### src/rtl/output_port_allocator_pkg.sv
// Shared types and helpers for the output port allocator.
// Optional build macro: ALLOC_FAST_REGRANT_EN (see output_port_allocator.sv).
package output_port_allocator_pkg;

  typedef enum logic {
    ST_IDLE = 1'b0,
    ST_BUSY = 1'b1
  } alloc_state_e;

  // Index width for a vector of n requesters (at least one bit).
  function automatic int idx_w(int n);
    return (n > 1) ? $clog2(n) : 1;
  endfunction

  // Increment an index modulo n.
  function automatic int wrap_inc(int i, int n);
    return (i + 1 >= n) ? 0 : i + 1;
  endfunction

endpackage

### src/rtl/output_port_allocator_if.sv
// VC-side and link-side signals of one output port allocator.
// data_i packs VC k at bits [k*FLIT_W +: FLIT_W].
interface output_port_allocator_if #(
  parameter int IN_N        = 5,
  parameter int FLIT_DATA_W = 8,
  parameter int FLIT_ID_W   = 2
);
  localparam int FLIT_W = FLIT_DATA_W + FLIT_ID_W;

  logic [IN_N-1:0]             req_i;
  logic [IN_N-1:0]             is_tail_i;
  logic [IN_N-1:0][FLIT_W-1:0] data_i;
  logic [IN_N-1:0]             vld_i;
  logic [IN_N-1:0]             granted_o;
  logic [IN_N-1:0]             rdy_o;
  logic [FLIT_W-1:0]           data_o;
  logic                        vld_o;
  logic                        rdy_i;

  modport slave (
    input  req_i, is_tail_i, data_i, vld_i, rdy_i,
    output granted_o, rdy_o, data_o, vld_o
  );

  modport master (
    output req_i, is_tail_i, data_i, vld_i, rdy_i,
    input  granted_o, rdy_o, data_o, vld_o
  );
endinterface

### src/rtl/output_port_allocator_rr_arbiter.sv
// Combinational round-robin pick: first requester at or after ptr,
// wrapping modulo IN_N.
module rr_arbiter #(
  parameter int IN_N  = 5,
  parameter int IDX_W = 3
) (
  input  logic [IN_N-1:0]  req,
  input  logic [IDX_W-1:0] ptr,
  output logic [IN_N-1:0]  gnt,
  output logic [IDX_W-1:0] idx,
  output logic             any
);
  logic [IDX_W-1:0] k;

  // Scan farthest-first so the closest requester to ptr is written last.
  always_comb begin
    gnt = '0;
    idx = '0;
    any = 1'b0;
    k   = '0;
    for (int d = IN_N - 1; d >= 0; d--) begin
      k = IDX_W'((int'(ptr) + d) % IN_N);
      if (req[k]) begin
        gnt = IN_N'(1) << k;
        idx = k;
        any = 1'b1;
      end
    end
  end
endmodule

### src/rtl/output_port_allocator.sv
// Wormhole output port allocator and switch mux. One VC owns the output
// from grant until its tail flit transfers; the link sees the owner's flit
// stream and backpressure is steered only to the owner.
// ALLOC_FAST_REGRANT_EN: re-arbitrate on the tail cycle (released owner
// masked) so a waiting VC is granted with no IDLE bubble.
module output_port_allocator
  import output_port_allocator_pkg::*;
#(
  parameter int IN_N        = 5,
  parameter int FLIT_DATA_W = 8,
  parameter int FLIT_ID_W   = 2
) (
  input  logic                    clk_i,
  input  logic                    rst_ni,
  output_port_allocator_if.slave  port
);
  localparam int IDX_W = idx_w(IN_N);

  alloc_state_e     state_q, state_d;
  logic [IDX_W-1:0] owner_q, owner_d;
  logic [IDX_W-1:0] rr_ptr_q, rr_ptr_d;
  logic [IN_N-1:0]  granted_q, granted_d;
  logic [IDX_W-1:0] nxt_ptr;
  logic             busy, xfer, tail_xfer;

  logic [IN_N-1:0]  arb_gnt;
  logic [IDX_W-1:0] arb_idx;
  logic             arb_any;

  assign busy      = (state_q == ST_BUSY);
  assign xfer      = busy & port.vld_i[owner_q] & port.rdy_i;
  assign tail_xfer = xfer & port.is_tail_i[owner_q];
  assign nxt_ptr   = IDX_W'(wrap_inc(int'(owner_q), IN_N));

  rr_arbiter #(.IN_N(IN_N), .IDX_W(IDX_W)) u_arb (
    .req (port.req_i),
    .ptr (rr_ptr_q),
    .gnt (arb_gnt),
    .idx (arb_idx),
    .any (arb_any)
  );

`ifdef ALLOC_FAST_REGRANT_EN
  logic [IN_N-1:0]  fast_gnt;
  logic [IDX_W-1:0] fast_idx;
  logic             fast_any;

  rr_arbiter #(.IN_N(IN_N), .IDX_W(IDX_W)) u_fast_arb (
    .req (port.req_i & ~(IN_N'(1) << owner_q)),
    .ptr (nxt_ptr),
    .gnt (fast_gnt),
    .idx (fast_idx),
    .any (fast_any)
  );
`endif

  // State, owner, pointer and registered grant.
  always_ff @(posedge clk_i or negedge rst_ni) begin
    if (!rst_ni) begin
      state_q   <= ST_IDLE;
      owner_q   <= '0;
      rr_ptr_q  <= '0;
      granted_q <= '0;
    end else begin
      state_q   <= state_d;
      owner_q   <= owner_d;
      rr_ptr_q  <= rr_ptr_d;
      granted_q <= granted_d;
    end
  end

  // Grant on request from IDLE; release (or hand over) on tail transfer.
  always_comb begin
    state_d   = state_q;
    owner_d   = owner_q;
    rr_ptr_d  = rr_ptr_q;
    granted_d = granted_q;
    case (state_q)
      ST_IDLE: begin
        if (arb_any) begin
          state_d   = ST_BUSY;
          owner_d   = arb_idx;
          granted_d = arb_gnt;
        end
      end
      ST_BUSY: begin
        if (tail_xfer) begin
          rr_ptr_d = nxt_ptr;
`ifdef ALLOC_FAST_REGRANT_EN
          if (fast_any) begin
            owner_d   = fast_idx;
            granted_d = fast_gnt;
          end else begin
            state_d   = ST_IDLE;
            granted_d = '0;
          end
`else
          state_d   = ST_IDLE;
          granted_d = '0;
`endif
        end
      end
      default: state_d = ST_IDLE;
    endcase
  end

  assign port.granted_o = granted_q;
  assign port.vld_o     = busy & port.vld_i[owner_q];
  assign port.data_o    = busy ? port.data_i[owner_q] : '0;
  assign port.rdy_o     = busy ? (IN_N'(port.rdy_i) << owner_q) : '0;

endmodule

### src/flat_wrapper.sv
// flat-port wrapper written by rule: the top's interface ports become plain ports
module output_port_allocator_flat import output_port_allocator_pkg::*;
#(
  parameter int IN_N        = 5,
  parameter int FLIT_DATA_W = 8,
  parameter int FLIT_ID_W   = 2
)
  (clk_i, rst_ni, port_req_i, port_is_tail_i, port_data_i, port_vld_i, port_rdy_i, port_granted_o, port_rdy_o, port_data_o, port_vld_o);
  output_port_allocator_if #(.IN_N(IN_N), .FLIT_DATA_W(FLIT_DATA_W), .FLIT_ID_W(FLIT_ID_W)) port_i ();
  input  logic clk_i;
  input  logic rst_ni;
  input wire logic [$bits(port_i.req_i)-1:0] port_req_i;
  input wire logic [$bits(port_i.is_tail_i)-1:0] port_is_tail_i;
  input wire logic [$bits(port_i.data_i)-1:0] port_data_i;
  input wire logic [$bits(port_i.vld_i)-1:0] port_vld_i;
  input wire logic [$bits(port_i.rdy_i)-1:0] port_rdy_i;
  output wire logic [$bits(port_i.granted_o)-1:0] port_granted_o;
  output wire logic [$bits(port_i.rdy_o)-1:0] port_rdy_o;
  output wire logic [$bits(port_i.data_o)-1:0] port_data_o;
  output wire logic [$bits(port_i.vld_o)-1:0] port_vld_o;
  assign port_i.req_i = port_req_i;
  assign port_i.is_tail_i = port_is_tail_i;
  assign port_i.data_i = port_data_i;
  assign port_i.vld_i = port_vld_i;
  assign port_i.rdy_i = port_rdy_i;
  assign port_granted_o = port_i.granted_o;
  assign port_rdy_o = port_i.rdy_o;
  assign port_data_o = port_i.data_o;
  assign port_vld_o = port_i.vld_o;
  output_port_allocator #(.IN_N(IN_N), .FLIT_DATA_W(FLIT_DATA_W), .FLIT_ID_W(FLIT_ID_W)) u_core (.clk_i(clk_i), .rst_ni(rst_ni), .port(port_i));
endmodule
### config.mk
export PLATFORM = sky130hd
export DESIGN_NAME = output_port_allocator_flat
export DESIGN_NICKNAME = d
export VERILOG_FILES = /design/src/rtl/output_port_allocator_pkg.sv /design/src/rtl/output_port_allocator_if.sv /design/src/rtl/output_port_allocator_rr_arbiter.sv /design/src/rtl/output_port_allocator.sv /design/src/flat_wrapper.sv
export SDC_FILE = /design/constraint.sdc
export NUM_CORES = 1
export LEC_CHECK = 0
export ABC_AREA = 1
export BUFFER_PORTS_ARGS = -buffer_cell sky130_fd_sc_hd__buf_2
export CORE_MARGIN = 1.5
export CORE_UTILIZATION = 45
export DETAILED_ROUTE_END_ITERATION = 16
export GPL_TIMING_DRIVEN = 0
export PLACE_DENSITY = 0.84
export SETUP_SLACK_MARGIN = 0.5
export SYNTH_ARGS = -nofsm -noshare
export SYNTH_HDL_FRONTEND = slang
export SYNTH_HIERARCHICAL = 1
export SYNTH_SLANG_ARGS = --single-unit
### constraint.sdc
create_clock -name clk_i -period 6.19 [get_ports clk_i]
set_input_delay 0.3095 -clock clk_i [delete_from_list [all_inputs] [get_ports clk_i]]
set_output_delay 0.3095 -clock clk_i [all_outputs]
set_load 0.03 [all_outputs]
==> metrics.txt <==
detailed-route wire length 7950 um; residual antenna-violating net count after detailed routing 0; DPL Wire Length 6300 um; count of cell types in the netlist 36; Std-Cell Rows 27; #FFs+latches synth 12; number of global-route vias before repair 3,048; yosys synthesis warning count 6; clock slew at reported path FFs 0.05 ns; Filler cells 561; number of design-rule violations left by the first detailed-router iteration 215; CP endpoint kind flip-flop; final hold viol count 0; all-layer global routing usage 25.1%; horizontal extent of the die 79.0 um; number of antenna cells inserted 0; main area contributors after synthesis sky130_fd_sc_hd__nand2_1 20%, sky130_fd_sc_hd__dfrtp_1 12%, sky130_fd_sc_hd__ha_1 11%, sky130_fd_sc_hd__nand3_1 9.4%, sky130_fd_sc_hd__nor2_1 7.5%; clock latency on the worst-skew pair 0.23 ns; library cell occupying the most area in the post-synthesis netlist sky130_fd_sc_hd__nand2_1; Avg Inst Size Synth 5.62 um2; max capacitance violation total 0; Final Max Slew Viols 0; total vias in the final route 3,370; placeable core region 5540 um2; headroom to the max-slew limit 66.9%; remaining global-route overflow 0; number of nets in the finished design 646; post-layout min period 4.35 ns; clk buf depth 2; Yosys top cell area share 20.4%; drt first pass iters 5; Worst Setup Slack post-DPL 1.90 ns; Die Outline Area 6240 um2; Initial Utilization 46.9%; Clk Tree Root Cell sky130_fd_sc_hd__clkbuf_8; maximum fanout along the worst path 11; critical path data required time 6.34 ns; post-synth design cell area 2600 um2; number of CTS-inserted buffers 3; unrepaired setup endpoints after global routing no; layout cells sized above 1 25.8%; number of nets in the synthesized netlist 552; clock tree from TritonCTS built; Seq. cell area 300 um2; final routed DRC violation total 0; number of standard cells after synthesis 462; area occupied by multi-input gates 2040 um2; worst min-delay path class flip-flop to flip-flop; detail-routed via count per cell 5.38; first-pass GRT wire length 13,100 um; timing-limited maximum frequency 230 MHz; proportion of synthesized chip area in sequential cells 11.6%; number of antenna violations at the first check in global routing 0; period utilization 70.3%; DR WL/cell 12.7 um; chip height 79.0 um; Setup violations, final 0; slew at the pin closest to its max-slew limit 0.496 ns; classification of the worst setup path flip-flop to flip-flop; Sum Neg Setup Slack 0 ns; area added between synthesis and finish 22.4%; H-tree depth 1; Startpoint Class flip-flop; status finished clean; count of input and output buffers 88; boundary pin count 89; largest net degree at the start of global routing 13; RD Place Congestion 0.917; arrival time worst endpoint 4.50 ns; sinks on the clock net 12; setup skew after layout 0.00194 ns; PnR worst setup slack 1.84 ns
[metrics by stage]
stage / instance area [um2] / hold WS, ns / utilization, % / cells
after floorplan: 2600 / 0.0139 / - / 462
after global placement: 3130 / 0.193 / 56.5 / 622
after detailed placement: 3130 / 0.199 / 56.5 / 622
after CTS: 3180 / 0.500 / 57.4 / 626
after global routing: 3180 / 0.527 / 57.4 / 626
final: 3180 / 0.497 / 57.4 / 626
[cell type report]
| class | count | area share, % |
|---|---|---|
| Buffer | 13 | 2.44 |
| Clock buffer | 3 | 1.30 |
| Inverter | 49 | 5.78 |
| Multi-Input combinational cell | 388 | 64.0 |
| Sequential cell | 12 | 9.44 |
| Tap cell | 72 | 2.83 |
| Timing Repair Buffer | 89 | 14.2 |
[cells in the final DEF (no fill, tap or decap), drive strengths merged]
| master | Yosys | routed |
|---|---|---|
| nor4 | 1 | 1 |
| o21ai | 40 | 40 |
| nand3 | 50 | 50 |
| nand3b | 2 | 2 |
| o211ai | 1 | 1 |
| a31o | 1 | 1 |
| buf | 9 | 97 |
| a21oi | 11 | 11 |
| a22o | 11 | 11 |
| clkbuf | 4 | 7 |
| o22ai | 12 | 12 |
| a221oi | 1 | 1 |
| nand2 | 153 | 153 |
| or2 | 1 | 1 |
| a21boi | 1 | 1 |
| nor3 | 11 | 11 |
| dfrtp | 12 | 12 |
| dlygate4sd3 | 0 | 1 |
| and2 | 1 | 1 |
| nor2 | 55 | 55 |
| xor2 | 4 | 4 |
| nand4 | 8 | 8 |
| inv | 49 | 49 |
| ha | 22 | 22 |
| xnor2 | 2 | 2 |
[kinds of logic after synthesis]
group | after synthesis | share of synthesized area [%]
simple gates | 282 | 47.2
buf+inv | 62 | 10.1
fa+ha+maj | 22 | 10.6
flops | 12 | 11.6
compound gates | 78 | 18.5
xor+xnor | 6 | 2.02
[layer usage]
metal	track usage, %	vias up	routed length [um]
li1	-	1724	-
met1	30.4	1495	3430
met2	47.8	135	3920
met3	1.61	16	487
met4	5.79	0	112
met5	0	-	0
[critical path: stages, from the launching register on]
cell and delay (ns):
sky130_fd_sc_hd__dfrtp_1 0.48, sky130_fd_sc_hd__buf_4 0.23, sky130_fd_sc_hd__inv_2 0.20, sky130_fd_sc_hd__ha_1 0.24, sky130_fd_sc_hd__inv_1 0.05, sky130_fd_sc_hd__ha_1 0.33, sky130_fd_sc_hd__inv_1 0.13, sky130_fd_sc_hd__ha_1 0.16
sky130_fd_sc_hd__inv_1 0.04, sky130_fd_sc_hd__ha_1 0.26, sky130_fd_sc_hd__inv_1 0.03, sky130_fd_sc_hd__nand2_1 0.04, sky130_fd_sc_hd__nor2_1 0.03, sky130_fd_sc_hd__o21ai_1 0.11, sky130_fd_sc_hd__nand2_1 0.17, sky130_fd_sc_hd__nand2_2 0.13
sky130_fd_sc_hd__nand2_2 0.07, sky130_fd_sc_hd__nand2_2 0.12, sky130_fd_sc_hd__nand2_1 0.08, sky130_fd_sc_hd__nand3_1 0.09, sky130_fd_sc_hd__nand3_1 0.08, sky130_fd_sc_hd__nand2_2 0.16, sky130_fd_sc_hd__nand4_1 0.27, sky130_fd_sc_hd__nand2_1 0.20
sky130_fd_sc_hd__clkbuf_1 0.35, sky130_fd_sc_hd__nor2_1 0.07, sky130_fd_sc_hd__a21oi_1 0.12
[worst paths after layout]
path,cells past startpoint,slack [ns],from,endpoint
hold / removal,2,0.50,u_core/port.granted_o[0]$_DFFE_PN0P_,u_core/port.granted_o[0]$_DFFE_PN0P_
setup / recovery,26,1.84,u_core/rr_ptr_q[0]$_DFFE_PN0P_,u_core/owner_q[0]$_DFFE_PN0P_
max in group asynchronous,2,5.47,rst_ni,u_core/owner_q[2]$_DFFE_PN0P_
min in group asynchronous,2,0.51,rst_ni,u_core/rr_ptr_q[2]$_DFFE_PN0P_
setup reg to reg,26,1.84,u_core/rr_ptr_q[0]$_DFFE_PN0P_,u_core/owner_q[0]$_DFFE_PN0P_
hold reg to reg,2,0.50,u_core/port.granted_o[0]$_DFFE_PN0P_,u_core/port.granted_o[0]$_DFFE_PN0P_
[flip-flops by register name, indices dropped and copies added (netlist names)]
register / flops
u_core/owner_q: 3
u_core/busy: 1
u_core/rr_ptr_q: 3
u_core/port.granted_o: 5
[synth_stat cells]
| cell | instances |
|---|---|
| sky130_fd_sc_hd__a21oi_2 | 1 |
| sky130_fd_sc_hd__or2_2 | 1 |
| sky130_fd_sc_hd__nand2_2 | 11 |
| sky130_fd_sc_hd__o21ai_1 | 9 |
| sky130_fd_sc_hd__xor2_1 | 4 |
| sky130_fd_sc_hd__nand3b_1 | 2 |
| sky130_fd_sc_hd__o211ai_1 | 1 |
| sky130_fd_sc_hd__xnor2_1 | 2 |
| sky130_fd_sc_hd__o22ai_1 | 12 |
| sky130_fd_sc_hd__buf_4 | 2 |
| sky130_fd_sc_hd__a21boi_2 | 1 |
| sky130_fd_sc_hd__a31o_2 | 1 |
| sky130_fd_sc_hd__nand2_4 | 1 |
| sky130_fd_sc_hd__dfrtp_1 | 12 |
| sky130_fd_sc_hd__nand3_2 | 1 |
| sky130_fd_sc_hd__buf_2 | 5 |
| sky130_fd_sc_hd__nand2_1 | 141 |
| sky130_fd_sc_hd__nand4_1 | 8 |
| sky130_fd_sc_hd__o21ai_2 | 4 |
| sky130_fd_sc_hd__clkbuf_1 | 4 |
| sky130_fd_sc_hd__a22o_1 | 11 |
| sky130_fd_sc_hd__nor3_2 | 1 |
| sky130_fd_sc_hd__nand3_1 | 49 |
| sky130_fd_sc_hd__buf_6 | 2 |
| sky130_fd_sc_hd__nor2_4 | 1 |
| sky130_fd_sc_hd__inv_1 | 31 |
| sky130_fd_sc_hd__nor3_1 | 10 |
| sky130_fd_sc_hd__o21ai_0 | 27 |
| sky130_fd_sc_hd__inv_2 | 18 |
| sky130_fd_sc_hd__nor2_1 | 52 |
| sky130_fd_sc_hd__and2_1 | 1 |
| sky130_fd_sc_hd__nor2_2 | 2 |
| sky130_fd_sc_hd__a221oi_1 | 1 |
| sky130_fd_sc_hd__ha_1 | 22 |
| sky130_fd_sc_hd__a21oi_1 | 10 |
| sky130_fd_sc_hd__nor4_1 | 1 |
[repair_timing]
action,CTS,global route
resized for setup,0,0
hold endpoints to repair,12,0
hold buffers,1,0
buffers inserted,0,0
Power is left out: the tool's default activity adds up to more than one toggle a clock period on the data nets, which glitch-free logic cannot reach.
